$ cat config.mk
export PLATFORM = sky130hd
export DESIGN_NAME = zx_mem_arbiter_flat
export DESIGN_NICKNAME = d
export VERILOG_FILES = /design/src/rtl/zx_mem_arbiter_if.sv /design/src/rtl/zx_mem_arbiter.sv /design/src/flat_wrapper.sv
export SDC_FILE = /design/constraint.sdc
export NUM_CORES = 1
export LEC_CHECK = 0
export ABC_CLOCK_PERIOD_IN_PS = 4400
export BUFFER_PORTS_ARGS = -buffer_cell sky130_fd_sc_hd__buf_2
export CAP_MARGIN = 25
export CELL_PAD_IN_SITES_DETAIL_PLACEMENT = 2
export CELL_PAD_IN_SITES_GLOBAL_PLACEMENT = 2
export CORE_MARGIN = 2
export CORE_UTILIZATION = 31
export DETAILED_ROUTE_END_ITERATION = 10
export PLACE_DENSITY_LB_ADDON = 0.1
export SETUP_SLACK_MARGIN = 0.15
export SYNTH_ARGS = -nofsm -noshare
export SYNTH_HDL_FRONTEND = slang
export SYNTH_SLANG_ARGS = --single-unit
$ cat constraint.sdc
create_clock -name clock -period 4.4 [get_ports clock]
set_clock_uncertainty 0.05 [all_clocks]
set_input_delay 0.22 -clock clock [delete_from_list [all_inputs] [get_ports clock]]
set_output_delay 0.22 -clock clock [all_outputs]
set_load 0.01 [all_outputs]
$ cat src/rtl/zx_mem_arbiter_if.sv
// Requester and RAM-side signal bundle of zx_mem_arbiter.
// The arbiter attaches to the slave modport; requesters and the RAM model attach to master.
interface zx_mem_arbiter_if #(
    parameter int AW = 17,
    parameter int DW = 8
);
    logic          vid_req;
    logic [AW-1:0] vid_addr;
    logic [DW-1:0] vid_rdata;
    logic          vid_ack;

    logic          cpu_req;
    logic          cpu_we;
    logic [AW-1:0] cpu_addr;
    logic [DW-1:0] cpu_wdata;
    logic [DW-1:0] cpu_rdata;
    logic          cpu_ack;

    logic          ld_req;
    logic          ld_we;
    logic [AW-1:0] ld_addr;
    logic [DW-1:0] ld_wdata;
    logic [DW-1:0] ld_rdata;
    logic          ld_ack;

    logic [AW-1:0] mem_addr;
    logic [DW-1:0] mem_wdata;
    logic          mem_we;
    logic [DW-1:0] mem_q;

    logic          busy;
    logic [1:0]    grant;

    modport slave (
        input  vid_req, vid_addr,
        input  cpu_req, cpu_we, cpu_addr, cpu_wdata,
        input  ld_req, ld_we, ld_addr, ld_wdata,
        input  mem_q,
        output vid_rdata, vid_ack, cpu_rdata, cpu_ack, ld_rdata, ld_ack,
        output mem_addr, mem_wdata, mem_we, busy, grant
    );

    modport master (
        output vid_req, vid_addr,
        output cpu_req, cpu_we, cpu_addr, cpu_wdata,
        output ld_req, ld_we, ld_addr, ld_wdata,
        output mem_q,
        input  vid_rdata, vid_ack, cpu_rdata, cpu_ack, ld_rdata, ld_ack,
        input  mem_addr, mem_wdata, mem_we, busy, grant
    );
endinterface

$ cat src/rtl/zx_mem_arbiter.sv
// Single-port RAM sequencer for video, Z80 and loader: one access in flight,
// fixed priority vid > cpu > ld with starvation promotion of the loader.
module zx_mem_arbiter #(
    parameter int AW         = 17,
    parameter int DW         = 8,
    parameter int RD_LAT     = 1,
    parameter int STARVE_MAX = 8
) (
    input logic             clock,
    input logic             reset_n,
    zx_mem_arbiter_if.slave bus
);
    localparam logic [1:0] G_NONE = 2'd0;
    localparam logic [1:0] G_VID  = 2'd1;
    localparam logic [1:0] G_CPU  = 2'd2;
    localparam logic [1:0] G_LD   = 2'd3;

    typedef enum logic [1:0] {IDLE, ACCESS, WAIT, DONE} state_t;

    state_t     state, state_nx;
    logic [2:0] wait_cnt;
    logic [7:0] starve_cnt;
    logic       acc_we;
    logic [1:0] win;
    logic       win_we;
    logic       promote;

    always_comb begin
        promote = (starve_cnt == 8'(STARVE_MAX)) && bus.ld_req;
        win     = G_NONE;
        win_we  = 1'b0;
        if (bus.vid_req)      win = G_VID;
        else if (promote)     win = G_LD;
        else if (bus.cpu_req) win = G_CPU;
        else if (bus.ld_req)  win = G_LD;
        case (win)
            G_CPU:   win_we = bus.cpu_we;
            G_LD:    win_we = bus.ld_we;
            default: win_we = 1'b0;
        endcase
    end

    always_ff @(posedge clock or negedge reset_n) begin
        if (!reset_n) state <= IDLE;
        else          state <= state_nx;
    end

    always_comb begin
        state_nx = state;
        case (state)
            IDLE:    if (win != G_NONE) state_nx = ACCESS;
            ACCESS:  state_nx = WAIT;
            WAIT:    if (wait_cnt == '0) state_nx = DONE;
            DONE:    state_nx = IDLE;
            default: state_nx = IDLE;
        endcase
    end

    assign bus.busy = (state != IDLE);

    always_ff @(posedge clock or negedge reset_n) begin
        if (!reset_n) begin
            bus.mem_addr  <= '0;
            bus.mem_wdata <= '0;
            bus.mem_we    <= 1'b0;
            bus.grant     <= G_NONE;
            bus.vid_rdata <= '0;
            bus.cpu_rdata <= '0;
            bus.ld_rdata  <= '0;
            bus.vid_ack   <= 1'b0;
            bus.cpu_ack   <= 1'b0;
            bus.ld_ack    <= 1'b0;
            acc_we        <= 1'b0;
            wait_cnt      <= '0;
            starve_cnt    <= '0;
        end else begin
            bus.vid_ack <= 1'b0;
            bus.cpu_ack <= 1'b0;
            bus.ld_ack  <= 1'b0;
            case (state)
                IDLE: begin
                    if (!bus.ld_req) starve_cnt <= '0;
                    case (win)
                        G_VID: bus.mem_addr <= bus.vid_addr;
                        G_CPU: begin
                            bus.mem_addr  <= bus.cpu_addr;
                            bus.mem_wdata <= bus.cpu_wdata;
                            if (bus.ld_req && starve_cnt < 8'(STARVE_MAX))
                                starve_cnt <= starve_cnt + 8'd1;
                        end
                        G_LD: begin
                            bus.mem_addr  <= bus.ld_addr;
                            bus.mem_wdata <= bus.ld_wdata;
                            starve_cnt    <= '0;
                        end
                        default: ;
                    endcase
                    bus.mem_we <= win_we;
                    acc_we     <= win_we;
                    bus.grant  <= win;
                end
                ACCESS: begin
                    // The RAM latches the write at the edge ending ACCESS; one cycle only.
                    bus.mem_we <= 1'b0;
                    wait_cnt   <= 3'(RD_LAT - 1);
                end
                WAIT: begin
                    if (wait_cnt == '0) begin
                        if (!acc_we) begin
                            case (bus.grant)
                                G_VID:   bus.vid_rdata <= bus.mem_q;
                                G_CPU:   bus.cpu_rdata <= bus.mem_q;
                                G_LD:    bus.ld_rdata  <= bus.mem_q;
                                default: ;
                            endcase
                        end
                        bus.vid_ack <= (bus.grant == G_VID);
                        bus.cpu_ack <= (bus.grant == G_CPU);
                        bus.ld_ack  <= (bus.grant == G_LD);
                    end else begin
                        wait_cnt <= wait_cnt - 3'd1;
                    end
                end
                DONE:    bus.grant <= G_NONE;
                default: ;
            endcase
        end
    end
endmodule

$ cat src/flat_wrapper.sv
// flat-port wrapper written by rule: the top's interface ports become plain ports
module zx_mem_arbiter_flat 
#(
    parameter int AW         = 17,
    parameter int DW         = 8,
    parameter int RD_LAT     = 1,
    parameter int STARVE_MAX = 8
)
  (clock, reset_n, bus_vid_req, bus_vid_addr, bus_cpu_req, bus_cpu_we, bus_cpu_addr, bus_cpu_wdata, bus_ld_req, bus_ld_we, bus_ld_addr, bus_ld_wdata, bus_mem_q, bus_vid_rdata, bus_vid_ack, bus_cpu_rdata, bus_cpu_ack, bus_ld_rdata, bus_ld_ack, bus_mem_addr, bus_mem_wdata, bus_mem_we, bus_busy, bus_grant);
  zx_mem_arbiter_if #(.AW(AW), .DW(DW)) bus_i ();
  input logic clock;
  input logic reset_n;
  input wire logic [$bits(bus_i.vid_req)-1:0] bus_vid_req;
  input wire logic [$bits(bus_i.vid_addr)-1:0] bus_vid_addr;
  input wire logic [$bits(bus_i.cpu_req)-1:0] bus_cpu_req;
  input wire logic [$bits(bus_i.cpu_we)-1:0] bus_cpu_we;
  input wire logic [$bits(bus_i.cpu_addr)-1:0] bus_cpu_addr;
  input wire logic [$bits(bus_i.cpu_wdata)-1:0] bus_cpu_wdata;
  input wire logic [$bits(bus_i.ld_req)-1:0] bus_ld_req;
  input wire logic [$bits(bus_i.ld_we)-1:0] bus_ld_we;
  input wire logic [$bits(bus_i.ld_addr)-1:0] bus_ld_addr;
  input wire logic [$bits(bus_i.ld_wdata)-1:0] bus_ld_wdata;
  input wire logic [$bits(bus_i.mem_q)-1:0] bus_mem_q;
  output wire logic [$bits(bus_i.vid_rdata)-1:0] bus_vid_rdata;
  output wire logic [$bits(bus_i.vid_ack)-1:0] bus_vid_ack;
  output wire logic [$bits(bus_i.cpu_rdata)-1:0] bus_cpu_rdata;
  output wire logic [$bits(bus_i.cpu_ack)-1:0] bus_cpu_ack;
  output wire logic [$bits(bus_i.ld_rdata)-1:0] bus_ld_rdata;
  output wire logic [$bits(bus_i.ld_ack)-1:0] bus_ld_ack;
  output wire logic [$bits(bus_i.mem_addr)-1:0] bus_mem_addr;
  output wire logic [$bits(bus_i.mem_wdata)-1:0] bus_mem_wdata;
  output wire logic [$bits(bus_i.mem_we)-1:0] bus_mem_we;
  output wire logic [$bits(bus_i.busy)-1:0] bus_busy;
  output wire logic [$bits(bus_i.grant)-1:0] bus_grant;
  assign bus_i.vid_req = bus_vid_req;
  assign bus_i.vid_addr = bus_vid_addr;
  assign bus_i.cpu_req = bus_cpu_req;
  assign bus_i.cpu_we = bus_cpu_we;
  assign bus_i.cpu_addr = bus_cpu_addr;
  assign bus_i.cpu_wdata = bus_cpu_wdata;
  assign bus_i.ld_req = bus_ld_req;
  assign bus_i.ld_we = bus_ld_we;
  assign bus_i.ld_addr = bus_ld_addr;
  assign bus_i.ld_wdata = bus_ld_wdata;
  assign bus_i.mem_q = bus_mem_q;
  assign bus_vid_rdata = bus_i.vid_rdata;
  assign bus_vid_ack = bus_i.vid_ack;
  assign bus_cpu_rdata = bus_i.cpu_rdata;
  assign bus_cpu_ack = bus_i.cpu_ack;
  assign bus_ld_rdata = bus_i.ld_rdata;
  assign bus_ld_ack = bus_i.ld_ack;
  assign bus_mem_addr = bus_i.mem_addr;
  assign bus_mem_wdata = bus_i.mem_wdata;
  assign bus_mem_we = bus_i.mem_we;
  assign bus_busy = bus_i.busy;
  assign bus_grant = bus_i.grant;
  zx_mem_arbiter #(.AW(AW), .DW(DW), .RD_LAT(RD_LAT), .STARVE_MAX(STARVE_MAX)) u_core (.clock(clock), .reset_n(reset_n), .bus(bus_i));
endmodule
# --- Word-level counts from Yosys, hierarchy flattened ---
# Cells that the tools add are included.
# W data, S select, Z words.
totals:
  reg_bits: 69
  out_inout_bits: 56
op_classes:
  add_sub_neg: 2
  n_mux: 23
  n_eq_ne: 13
  n_reduce_logical: 18
  n_lt_le_gt_ge: 1
  n_bitwise: 1
ops:
  columns: ["cell", "count"]
  rows:
  - ["$pmux W17 S3", 1]
  - ["$pmux W8 S2", 2]
  - ["$mux W8", 2]
  - ["$eq A2 B2 Y1 const B", 6]
  - ["$mux W2", 6]
  - ["$reduce_and A4 Y1", 3]
  - ["$reduce_bool A2 Y1", 6]
  - ["$add A8 B1 Y8 const B", 1]
  - ["$eq A8 B4 Y1 const B", 1]
  - ["$lt A8 B4 Y1 const B", 1]
  - ["$pmux W2 S4", 1]
  - ["$reduce_and A2 Y1", 4]
  - ["$eq A2 B1 Y1 const B", 3]
  - ["$mux W1", 6]
  - ["$pmux W3 S2", 1]
  - ["$ne A2 B1 Y1 const B", 2]
  - ["$pmux W1 S2", 2]
  - ["$pmux W2 S2", 1]
  - ["$logic_not A3 Y1", 1]
  - ["$mux W3", 1]
  - ["$reduce_bool A3 Y1", 1]
  - ["$sub A3 B1 Y3 const B", 1]
  - ["$logic_and A1 B1 Y1", 2]
  - ["$logic_not A2 Y1", 1]
  - ["2 further kinds", 2]

# --- Logic depth before layout (Yosys ltp) ---
# Gate-level depths: netlist of run 1.
depth:
  word_depth: 7
  mapped_depth: 8

# --- Least setup slack after synthesis of run 1 ---
# OpenSTA, ideal clock, no wires.
synth_path:
  path_type: "register -> register"
  start: "register u_core.state[0]"
  end: "register u_core.starve_cnt[3]"
  t_required_ns: 4.285
  arrival_ns: 1.755
  stages_incl_launch_ff: 9
  setup_slack_ns: 2.530
  setup_time_ns: 0.065
  cell_sequence: "dfrtp_1 > inv_1 > ha_1 > inv_2 > or3_1 > clkbuf_1 > buf_2 > nor4_1 > o21a_1"
synth_between:
  elab_chain_cells: 1
synth_rtl:
  columns: ["element", "line_no", "source"]
  rows:
  - ["from (decl)", "zx_mem_arbiter.sv:20", "state_t state, state_nx;"]
  - ["from (signal assigned)", "zx_mem_arbiter.sv:45", "else state <= state_nx;"]
  - ["$logic_not A2 Y1", "zx_mem_arbiter.sv:80", "case (state)"]
  - ["to (signal assigned)", "zx_mem_arbiter.sv:89", "starve_cnt <= starve_cnt + 8'd1;"]
  - ["to (decl)", "zx_mem_arbiter.sv:22", "logic [7:0] starve_cnt;"]
# Every way passes these cells.
# A chain may end at the register's enable or synchronous reset.

# --- Final worst setup path of run 1 ---
layout_path:
  start: "register u_core.state[0]"
  end: "register u_core.bus.ld_rdata[0]"
layout_between:
  elab_chain_cells: 2
layout_rtl:
  columns: ["element", "line_no", "source"]
  rows:
  - ["$eq A2 B2 Y1", "zx_mem_arbiter.sv:80", null]
  - ["$reduce_and A4 Y1 (no line)", null, null]
  - ["to (signal assigned)", "zx_mem_arbiter.sv:113", "G_LD: bus.ld_rdata <= bus.mem_q;"]
  - ["to (decl)", "zx_mem_arbiter_if.sv:39", "output vid_rdata, vid_ack, cpu_rdata, cpu_ack, ld_rdata, ld_ack,"]
# Every way passes these cells.

==> results.cfg, run 1 <==
[sta]
max_slew.worst_pin.slew_ns = 0.959
maxSlewHeadroom = 0.361
achievable-frequency_mhz = 407
finalSetupTns_ns = 0
whs_ns = 0.0463
final_period_minus_worst_setup_slack_ns = 2.45
setup_viol = 0
unrepaired_setup_endpoints_after_global_routing = no
final_hold_viol_count = 0
fin_crit_sh = 0.558
drv_slew = 0

[finish]
areaGrowthSynthToFinish_pct = 29.5
most_common_cell_after_layout_fill_and_taps_aside = sky130_fd_sc_hd__buf_2
final_cell_mix = 137 x sky130_fd_sc_hd__buf_2, 69 x sky130_fd_sc_hd__dfrtp_1, 26 x sky130_fd_sc_hd__nor2_1, 26 x sky130_fd_sc_hd__mux2_2, 19 x sky130_fd_sc_hd__a21oi_1
design.final.nets = 512
nFillCells = 1132
antennaDiodeCount = 0
final-instance-count-excl-fill = 563
utilization = 0.414
fraction_of_final_layout_cells_sized_beyond_drive_strength_1 = 0.440

[die]
site_rows = 37
start_util = 0.320
io_pins = 138
placeableCoreArea_um2 = 10300
die_width_um = 107
fp.dieArea_um2 = 11500
fp.dieH_um = 107

[yosys]
number_of_distinct_library_cells_after_synthesis = 45
synthTopCellsByArea = sky130_fd_sc_hd__dfrtp_1 52%, sky130_fd_sc_hd__mux2_2 8.9%, sky130_fd_sc_hd__a221oi_1 4.5%
yosysTopAreaCell = sky130_fd_sc_hd__dfrtp_1
synthesis.instances = 291
synth.net_count = 381
synthArstFlopShare = 1.00
synth_edf_count = 0
ys_ff_latch = 69
syn_area_um2 = 3300
most_used_dff_post_synth = sky130_fd_sc_hd__dfrtp_1
synth.avg_cell_area_um2 = 11.3
yosysWarningCount = 0
synth_seq_area_share = 0.523
yosys.area.top_type_share = 0.523

[power_and_ir_drop]
vdd.ir_drop.worst_mv = 0.196
power-per-cell-area_nw_per_um2 = 613
report.power.total_mw = 2.62
leakagePower_nw = 2.04

[clock_tree]
tritoncts = yes
path_clk_slew_ns = 0.08
cts_post_setup_buffers_inserted = 0
cts-htree-levels = 3
cts.repair.resized = 0
cts_root_buf = sky130_fd_sc_hd__clkbuf_8
clock_sink_count = 69
worst_skew_pair.late_latency_ns = 0.35
ctsLongestPathBuffers = 2
cts_made_buffers = 9

[min_path]
min-delay-start = bus_cpu_wdata[5]
hold_end = u_core.bus.mem_wdata[5]
min_delay_path_depth = 2
worstHoldPathType = in -> reg

[worst_setup_path]
timing.critical_path.arrival_ns = 2.65
ff2ff_path_depth = 6
critical_path_capture_point_type = flop
crit_path_cell_trace = inv_1 > ha_1 > and3b_1 > and3_1 > nor2b_1 > mux2_2
cp.required_ns = 4.59
worstReg2RegStart = u_core.state[0]
critPathLaunchType = flop
max_stage_delay_ns = 0.69
worst_r2r_endpoint = u_core.bus.ld_rdata[0]
cp_max_fo = 8
crit_type = reg -> reg
r2r_setup_slack_ns = 1.95
critPathSlowestCell = sky130_fd_sc_hd__nor2b_1

[placed_design]
detailed_place_hpwl_mm = 7.23
place_congestion = 0.759
number_of_port_buffers = 137
placed_cells_incl_taps = 546

[detailed_routing]
drt_drc_violations_left = 0
route.vias.total = 2847
drtIter0Drc = 92
routed_antenna_nets = 0
first_pass_iteration_count_of_the_detailed_router = 4
post_drt_wl_per_cell_um = 17.7
total_wirelength_mm = 9.99
vias_per_cell = 5.06

[global_route]
global_route.overflow_total = 0
grt_start_max_net_pins = 54
via_count_of_the_first_global_routing_pass = 3031
initial_antenna_violation_count = 0
grt_use_total = 0.180
wire_length_of_the_first_global_routing_pass_mm = 15.9

[status]
status = finished, final reports clean

[flow_run]
max_cap_check_violation_count = 0
-- logic make-up after synthesis --
kind of cell	share of synthesized area
compound gates	0.155
fa+ha+maj	0.0303
buf+inv	0.0394
flops	0.523
mux	0.0887
simple gates	0.163
-- where the power goes --
| part | total [mW] | switching (mW) | internal [mW] |
|---|---|---|---|
| logic | 1.06 | 0.573 | 0.483 |
| registers | 1.07 | 0.167 | 0.899 |
| clock network | 0.498 | 0.274 | 0.224 |
-- area by class of cell --
type / count / area, um^2 / area share
Clock inverter: 6 / 46.3 / 0.0108
Clock buffer: 10 / 138 / 0.0322
Multi-Input combinational cell: 193 / 1450 / 0.339
Tap cell: 136 / 170 / 0.0398
Sequential cell: 69 / 1730 / 0.404
Timing Repair Buffer: 140 / 711 / 0.166
Inverter: 9 / 33.8 / 0.00791
-- flip-flops by register name, summed over array words and instances, names as in the netlist, 2 cells and up --
signal,count
u_core.wait_cnt,3
u_core.state,2
u_core.bus.cpu_rdata,8
u_core.bus.mem_wdata,8
u_core.bus.vid_rdata,8
u_core.bus.mem_addr,17
u_core.bus.grant,2
u_core.starve_cnt,8
u_core.bus.ld_rdata,8
-- how the worst max path moves through the flow --
| stage | cells after the start | slack, ns | from | endpoint |
|---|---|---|---|---|
| after floorplan | 8 | 2.53 | u_core.state[0] | u_core.starve_cnt[3] |
| after global placement | 6 | 2.05 | u_core.state[0] | u_core.bus.mem_wdata[7] |
| after detailed placement | 6 | 1.96 | u_core.state[0] | u_core.bus.ld_rdata[7] |
| after CTS | 6 | 1.91 | u_core.state[0] | u_core.bus.ld_rdata[0] |
| after global routing | 5 | 1.78 | u_core.state[0] | u_core.bus.mem_wdata[5] |
| final | 6 | 1.95 | u_core.state[0] | u_core.bus.ld_rdata[0] |
-- critical path, delay by kind of cell (launching register included) --
| kind | cells | cell delay, ns |
|---|---|---|
| adders and majority gates | 1 | 0.27 |
| buffers and inverters | 1 | 0.10 |
| DFF | 1 | 0.42 |
| muxes | 1 | 0.42 |
| and+or+nand+nor | 3 | 1.09 |
-- per-layer routing --
| layer | track usage | wire length (um) |
|---|---|---|
| met4 | 0.0612 | 88 |
| met2 | 0.303 | 5220 |
| met5 | 0 | 0 |
| met1 | 0.230 | 4280 |
| met3 | 0.0377 | 405 |
-- metrics by stage --
stage | setup WS, ns | area [um^2]
after floorplan | 2.53 | 3300
after global placement | 2.05 | 4080
after detailed placement | 1.96 | 4080
after CTS | 1.91 | 4270
after global routing | 1.78 | 4270
final | 1.95 | 4270
-- cell usage after synthesis (2+ instances only) --
cell type / number
sky130_fd_sc_hd__nor2_1: 26
sky130_fd_sc_hd__o31ai_1: 2
sky130_fd_sc_hd__nand2b_1: 5
sky130_fd_sc_hd__mux2_2: 26
sky130_fd_sc_hd__ha_1: 8
sky130_fd_sc_hd__o21ai_0: 6
sky130_fd_sc_hd__buf_6: 2
sky130_fd_sc_hd__and2_1: 4
sky130_fd_sc_hd__and3b_1: 2
sky130_fd_sc_hd__buf_2: 5
sky130_fd_sc_hd__nor3_1: 3
sky130_fd_sc_hd__inv_1: 8
sky130_fd_sc_hd__nand3b_1: 17
sky130_fd_sc_hd__nand3_1: 2
sky130_fd_sc_hd__a221o_1: 8
sky130_fd_sc_hd__o211ai_1: 2
sky130_fd_sc_hd__a21oi_1: 20
sky130_fd_sc_hd__clkbuf_1: 13
sky130_fd_sc_hd__nor4b_1: 8
sky130_fd_sc_hd__nor4_1: 3
sky130_fd_sc_hd__nor2b_1: 4
sky130_fd_sc_hd__a221oi_1: 17
sky130_fd_sc_hd__nand2_1: 10
sky130_fd_sc_hd__dfrtp_1: 69
-- timing repair --
item	4_1_cts	5_1_grt
hold endpoints to repair	37	0
endpoints found under the setup margin	0	0
hold buffers	1	0
Note: power is estimated with default switching activity, not from simulation.
==> run 2: changes to the inputs <==
ABC_CLOCK_PERIOD_IN_PS = 2500   (was 4400)
CORE_UTILIZATION = 29   (was 31)
clock period = 2.5 ns   (was 4.4 ns; I/O delays follow)
==> run 2 against run 1 <==
  * Clock power increased by 150%
  * Sequential power rose by 75%
  * Critical path type unchanged
  * Combinational power rose by 83%
  * Non-clock buffer count up 31
  * Critical endpoint is now u_core.bus.mem_wdata[6]
==> results.cfg, run 2 (synthesis gave the netlist of run 1 again) <==
[sta]
max_slew.worst_pin.slew_ns = 0.731
maxSlewHeadroom = 0.511
fin_crit_sh = 0.837
achievable-frequency_mhz = 478
setup_viol = 0
finalSetupTns_ns = 0
fin_ws_ns = 0.408
unrepaired_setup_endpoints_after_global_routing = no
final_hold_viol_count = 0
final_period_minus_worst_setup_slack_ns = 2.09
whs_ns = 0.00320
drv_slew = 0

[placed_design]
area_post_placement_um2 = 4160
detailed_place_hpwl_mm = 7.71
number_of_port_buffers = 137
place_congestion = 0.734
placed_cells_incl_taps = 559
place_ws_ns = 0.288

[finish]
final_cell_mix = 137 x sky130_fd_sc_hd__buf_2, 69 x sky130_fd_sc_hd__dfrtp_1, 26 x sky130_fd_sc_hd__nor2_1, 26 x sky130_fd_sc_hd__mux2_2, 23 x sky130_fd_sc_hd__dlygate4sd3_1
antennaDiodeCount = 0
largest_register_ff_count = 17
design.final.nets = 543
fraction_of_final_layout_cells_sized_beyond_drive_strength_1 = 0.434
largest-register = u_core.bus.mem_addr
utilization = 0.427
area_of_the_multi_input_gates_um2 = 1460
final-instance-count-excl-fill = 598
most_common_cell_after_layout_fill_and_taps_aside = sky130_fd_sc_hd__buf_2
seqCellArea_um2 = 1730
nFillCells = 1188
finalInstanceArea_um2 = 4690
areaGrowthSynthToFinish_pct = 42.2

[clock_tree]
cts_made_buffers = 9
clock_sink_count = 69
worst_skew_pair.late_latency_ns = 0.33
path_clk_slew_ns = 0.06
cts_root_buf = sky130_fd_sc_hd__clkbuf_16
tritoncts = yes
cts-htree-levels = 3
ctsLongestPathBuffers = 2

[global_route]
met3_usage = 0.0328
via_count_of_the_first_global_routing_pass = 3328
global_route.overflow_total = 0
gr-max-usage-layer = met2
grt_start_max_net_pins = 43
wire_length_of_the_first_global_routing_pass_mm = 17.7
groute.layer.met1.usage = 0.226
grt_use_total = 0.179
initial_antenna_violation_count = 0
grt_use_met2 = 0.311

[power_and_ir_drop]
power-per-cell-area_nw_per_um2 = 1070
comb_power_share = 0.384
seqPwrFrac = 0.371
power.share.switching = 0.369
leakagePower_nw = 2.24
power_switching_mw = 1.86
internal-power_mw = 3.18
report.power.total_mw = 5.04
clock_power_share = 0.245
vdd.ir_drop.worst_mv = 0.390

[worst_setup_path]
critical_path_capture_point_type = flop
crit_type = reg -> reg
cp.required_ns = 2.66
critPathLaunchType = flop
cp_max_fo = 8
timing.critical_path.arrival_ns = 2.26

[detailed_routing]
route.vias.total = 2987
total_wirelength_mm = 10.7
vias_per_cell = 4.99
drtIter0Drc = 99
routed_antenna_nets = 0
first_pass_iteration_count_of_the_detailed_router = 4
drt_drc_violations_left = 0
post_drt_wl_per_cell_um = 17.9

[die]
site_rows = 38
io_pins = 138
placeableCoreArea_um2 = 11000
die_width_um = 111
start_util = 0.301
fp.dieArea_um2 = 12300
fp.dieH_um = 111

[flow_run]
max_cap_check_violation_count = 0

[min_path]
worstHoldPathType = in -> reg

[status]
status = finished, final reports clean
run 2: cell count changes in the layout (fill, tap and decap cells not counted), sizes merged:
cell,delta
dlygate4sd3,+22
buf,+9
clkbuf,-1
inv,+3
clkinvlp,-1
clkinv,-1
run 2: metal layers:
layer | routed length (um) | up-vias
met4 | 157 | 0
met1 | 4600 | 1516
met3 | 344 | 12
met2 | 5610 | 57
li1 | - | 1402
met5 | 0 | -
run 2: cell type report:
cell class	instances	share of cell area
sequential	69	0.368
multi-input combinational	193	0.311
timing repair buffer	171	0.215
clock buffer	9	0.0480
tap	140	0.0373
clock inverter	7	0.0133
inverter	9	0.00720
run 2: path summary, 6_finish.rpt:
kind                                         from                      end  slack, ns  depth (start not counted)
max                          u_core.starve_cnt[0]  u_core.bus.mem_wdata[6]       0.41                          6
min                                bus_ld_addr[8]   u_core.bus.mem_addr[8]      0.003                          3
max reg2reg                  u_core.starve_cnt[0]  u_core.bus.mem_wdata[6]       0.41                          6
min reg2reg                u_core.bus.ld_rdata[0]   u_core.bus.ld_rdata[0]       0.45                          1
max in group asynchronous                 reset_n     u_core.starve_cnt[7]       1.41                          3
min in group asynchronous                 reset_n  u_core.bus.vid_rdata[0]       0.32                          2
run 2: power groups by stage:
stage               clock (mW)  sequential, mW  combinational [mW]
floorplan                    0            2.05               0.910
global placement             0            1.87                1.88
detailed placement           0            1.89                1.93
CTS                       1.29            1.88                1.97
global route              1.33            1.95                2.15
finish                    1.24            1.87                1.94
run 2: what timing repair did:
| item | CTS | global route |
|---|---|---|
| hold endpoints to repair | 59 | 0 |
| setup buffers | 0 | 0 |
| gates resized for setup | 0 | 2 |
| hold buffers | 23 | 0 |
| endpoints found under the setup margin | 0 | 9 |
run 2: worst max-delay path, cell delays in order (launching register included):
cell                        delay, ns
sky130_fd_sc_hd__dfrtp_1         0.40
sky130_fd_sc_hd__inv_1           0.07
sky130_fd_sc_hd__ha_1            0.22
sky130_fd_sc_hd__and4b_1         0.23
sky130_fd_sc_hd__a2bb2oi_1       0.56
sky130_fd_sc_hd__nor4b_1         0.15
sky130_fd_sc_hd__a221o_1         0.28
==> run 3: changes to the inputs <==
ABC_CLOCK_PERIOD_IN_PS = 2100   (was 2500)
clock period = 2.1 ns   (was 2.5 ns; I/O delays follow)
==> run 3 against run 2 <==
  * Sequential cell count unchanged
  * Clock power increased by 36%
  * Register-to-register slack got worse by 0.22 ns
  * Global-route usage increased by 1.0 points
  * Largest power group unchanged
  * Combinational power increased by 29%
  * Count of clock-buffer cells in the layout unchanged
  * Sequential power increased by 20%
  * Critical path type unchanged
  * Worst hold slack improved by 0.023 ns
  * Critical endpoint is now u_core.bus.mem_wdata[1]
==> results.cfg, run 3 (synthesis gave the netlist of run 1 again) <==
[status]
status = finished, final reports clean

[die]
io_pins = 138
placeableCoreArea_um2 = 11000
fp.dieArea_um2 = 12300
start_util = 0.301
site_rows = 38
fp.dieH_um = 111
die_width_um = 111

[worst_setup_path]
critical_path_buf_inv_count = 2
cp_max_fo = 8
timing.critical_path.arrival_ns = 2.13
critPathLaunchType = flop
timing.critical_path.max_delay_family = simple AND/OR/NAND/NOR gates
crit_path_cell_trace = inv_1 > ha_1 > and4b_1 > a2bb2oi_1 > buf_4 > nor4b_1 > a221o_1
worstReg2RegStart = u_core.starve_cnt[1]
critical_path_capture_point_type = flop
cp.required_ns = 2.32
crit_type = reg -> reg
critPathSlowestCell = sky130_fd_sc_hd__dfrtp_1
max_stage_delay_ns = 0.41
worstSetupStartpoint = u_core.starve_cnt[1]

[global_route]
grt_use_total = 0.190
grt_start_max_net_pins = 49
wire_length_of_the_first_global_routing_pass_mm = 18.7
via_count_of_the_first_global_routing_pass = 3437
initial_antenna_violation_count = 0
global_route.overflow_total = 0

[detailed_routing]
total_wirelength_mm = 11.5
drtIter0Drc = 97
first_pass_iteration_count_of_the_detailed_router = 4
vias_per_cell = 4.96
route.vias.total = 3068
routed_antenna_nets = 0
drt_drc_violations_left = 0
post_drt_wl_per_cell_um = 18.6

[power_and_ir_drop]
power.share.switching = 0.358
report.power.total_mw = 6.44
power-per-cell-area_nw_per_um2 = 1280
leakagePower_nw = 2.36
clock_power_share = 0.263
power_switching_mw = 2.31
vdd.ir_drop.worst_mv = 0.573
seqPwrFrac = 0.349
comb_power_share = 0.388
internal-power_mw = 4.13

[finish]
most_common_cell_after_layout_fill_and_taps_aside = sky130_fd_sc_hd__buf_2
utilization = 0.459
finalInstanceArea_um2 = 5040
final_cell_mix = 137 x sky130_fd_sc_hd__buf_2, 69 x sky130_fd_sc_hd__dfrtp_1, 34 x sky130_fd_sc_hd__dlygate4sd3_1, 26 x sky130_fd_sc_hd__mux2_2, 25 x sky130_fd_sc_hd__nor2_1
nFillCells = 1168
fraction_of_final_layout_cells_sized_beyond_drive_strength_1 = 0.473
final-instance-count-excl-fill = 618
areaGrowthSynthToFinish_pct = 52.6
largest-register = u_core.bus.mem_addr
antennaDiodeCount = 0
largest_register_ff_count = 17
design.final.nets = 563

[placed_design]
place_congestion = 0.771
area_post_placement_um2 = 4210
number_of_port_buffers = 137
placed_cells_incl_taps = 564
place_ws_ns = -0.0417
detailed_place_hpwl_mm = 7.81

[clock_tree]
worst_skew_pair.late_latency_ns = 0.33
cts_root_buf = sky130_fd_sc_hd__clkbuf_16
clock_sink_count = 69
cts-htree-levels = 3
cts_made_buffers = 9
tritoncts = yes
path_clk_slew_ns = 0.06
ctsLongestPathBuffers = 2

[flow_run]
max_cap_check_violation_count = 0

[sta]
achievable-frequency_mhz = 522
unrepaired_setup_endpoints_after_global_routing = yes
setup_viol = 0
drv_slew = 0
max_slew.worst_pin.slew_ns = 0.565
maxSlewHeadroom = 0.624
whs_ns = 0.0266
final_period_minus_worst_setup_slack_ns = 1.91
fin_ws_ns = 0.186
fin_crit_sh = 0.911
final_hold_viol_count = 0
finalSetupTns_ns = 0

[min_path]
min-delay-start = bus_cpu_addr[15]
worstHoldPathType = in -> reg
==> run 3: cell count changes in the layout (fill, tap and decap cells not counted), sizes merged <==
cell / change
inv: -1
bufinv: +2
buf: +9
dlygate4sd3: +11
clkinv: -1
==> run 3: power groups by stage <==
stage / logic [mW] / registers, mW / clock network (mW)
detailed placement: 2.37 / 2.25 / 0
finish: 2.50 / 2.25 / 1.69
CTS: 2.45 / 2.24 / 1.75
floorplan: 1.08 / 2.44 / 0
global placement: 2.31 / 2.22 / 0
global route: 2.76 / 2.33 / 1.79
==> run 3: worst paths after layout <==
| check | to | slack, ns | cells past startpoint |
|---|---|---|---|
| min reg2reg | u_core.bus.cpu_rdata[2] | 0.45 | 1 |
| min in group asynchronous | u_core.bus.cpu_rdata[0] | 0.25 | 2 |
| max | u_core.bus.mem_wdata[1] | 0.19 | 7 |
| min | u_core.bus.mem_addr[15] | 0.03 | 3 |
| max reg2reg | u_core.bus.mem_wdata[1] | 0.19 | 7 |
| max in group asynchronous | u_core.state[0] | 1.09 | 3 |
==> run 3: worst register-to-register path: cells and delay by family (launching register included) <==
family,cells,cell delay (ns)
adder cells (fa/ha/maj),1,0.21
AO/OA/AOI/OAI,2,0.26
AND/OR/NAND/NOR,2,0.63
flip-flops,1,0.41
buffers and inverters,2,0.30
==> run 3: final cells by class <==
class	count	area, um^2	area share
Tap cell	140	175	0.0348
Multi-Input combinational cell	193	1550	0.309
Clock inverter	7	105	0.0209
Clock buffer	9	225	0.0447
Timing Repair Buffer	191	1220	0.241
Inverter	9	33.8	0.00671
Sequential cell	69	1730	0.343
==> run 3: layer usage <==
layer	wire [um]	track usage
met5	0	0
met4	95	0.0375
met3	354	0.0394
met2	6160	0.336
met1	4880	0.240
==> run 3: timing repair <==
item | CTS | global route
pin swaps | 1 | 1
endpoints found under the setup margin | 26 | 49
hold buffers | 34 | 0
buffers inserted | 1 | 3
resized for setup | 5 | 24
hold endpoints to repair | 68 | 0
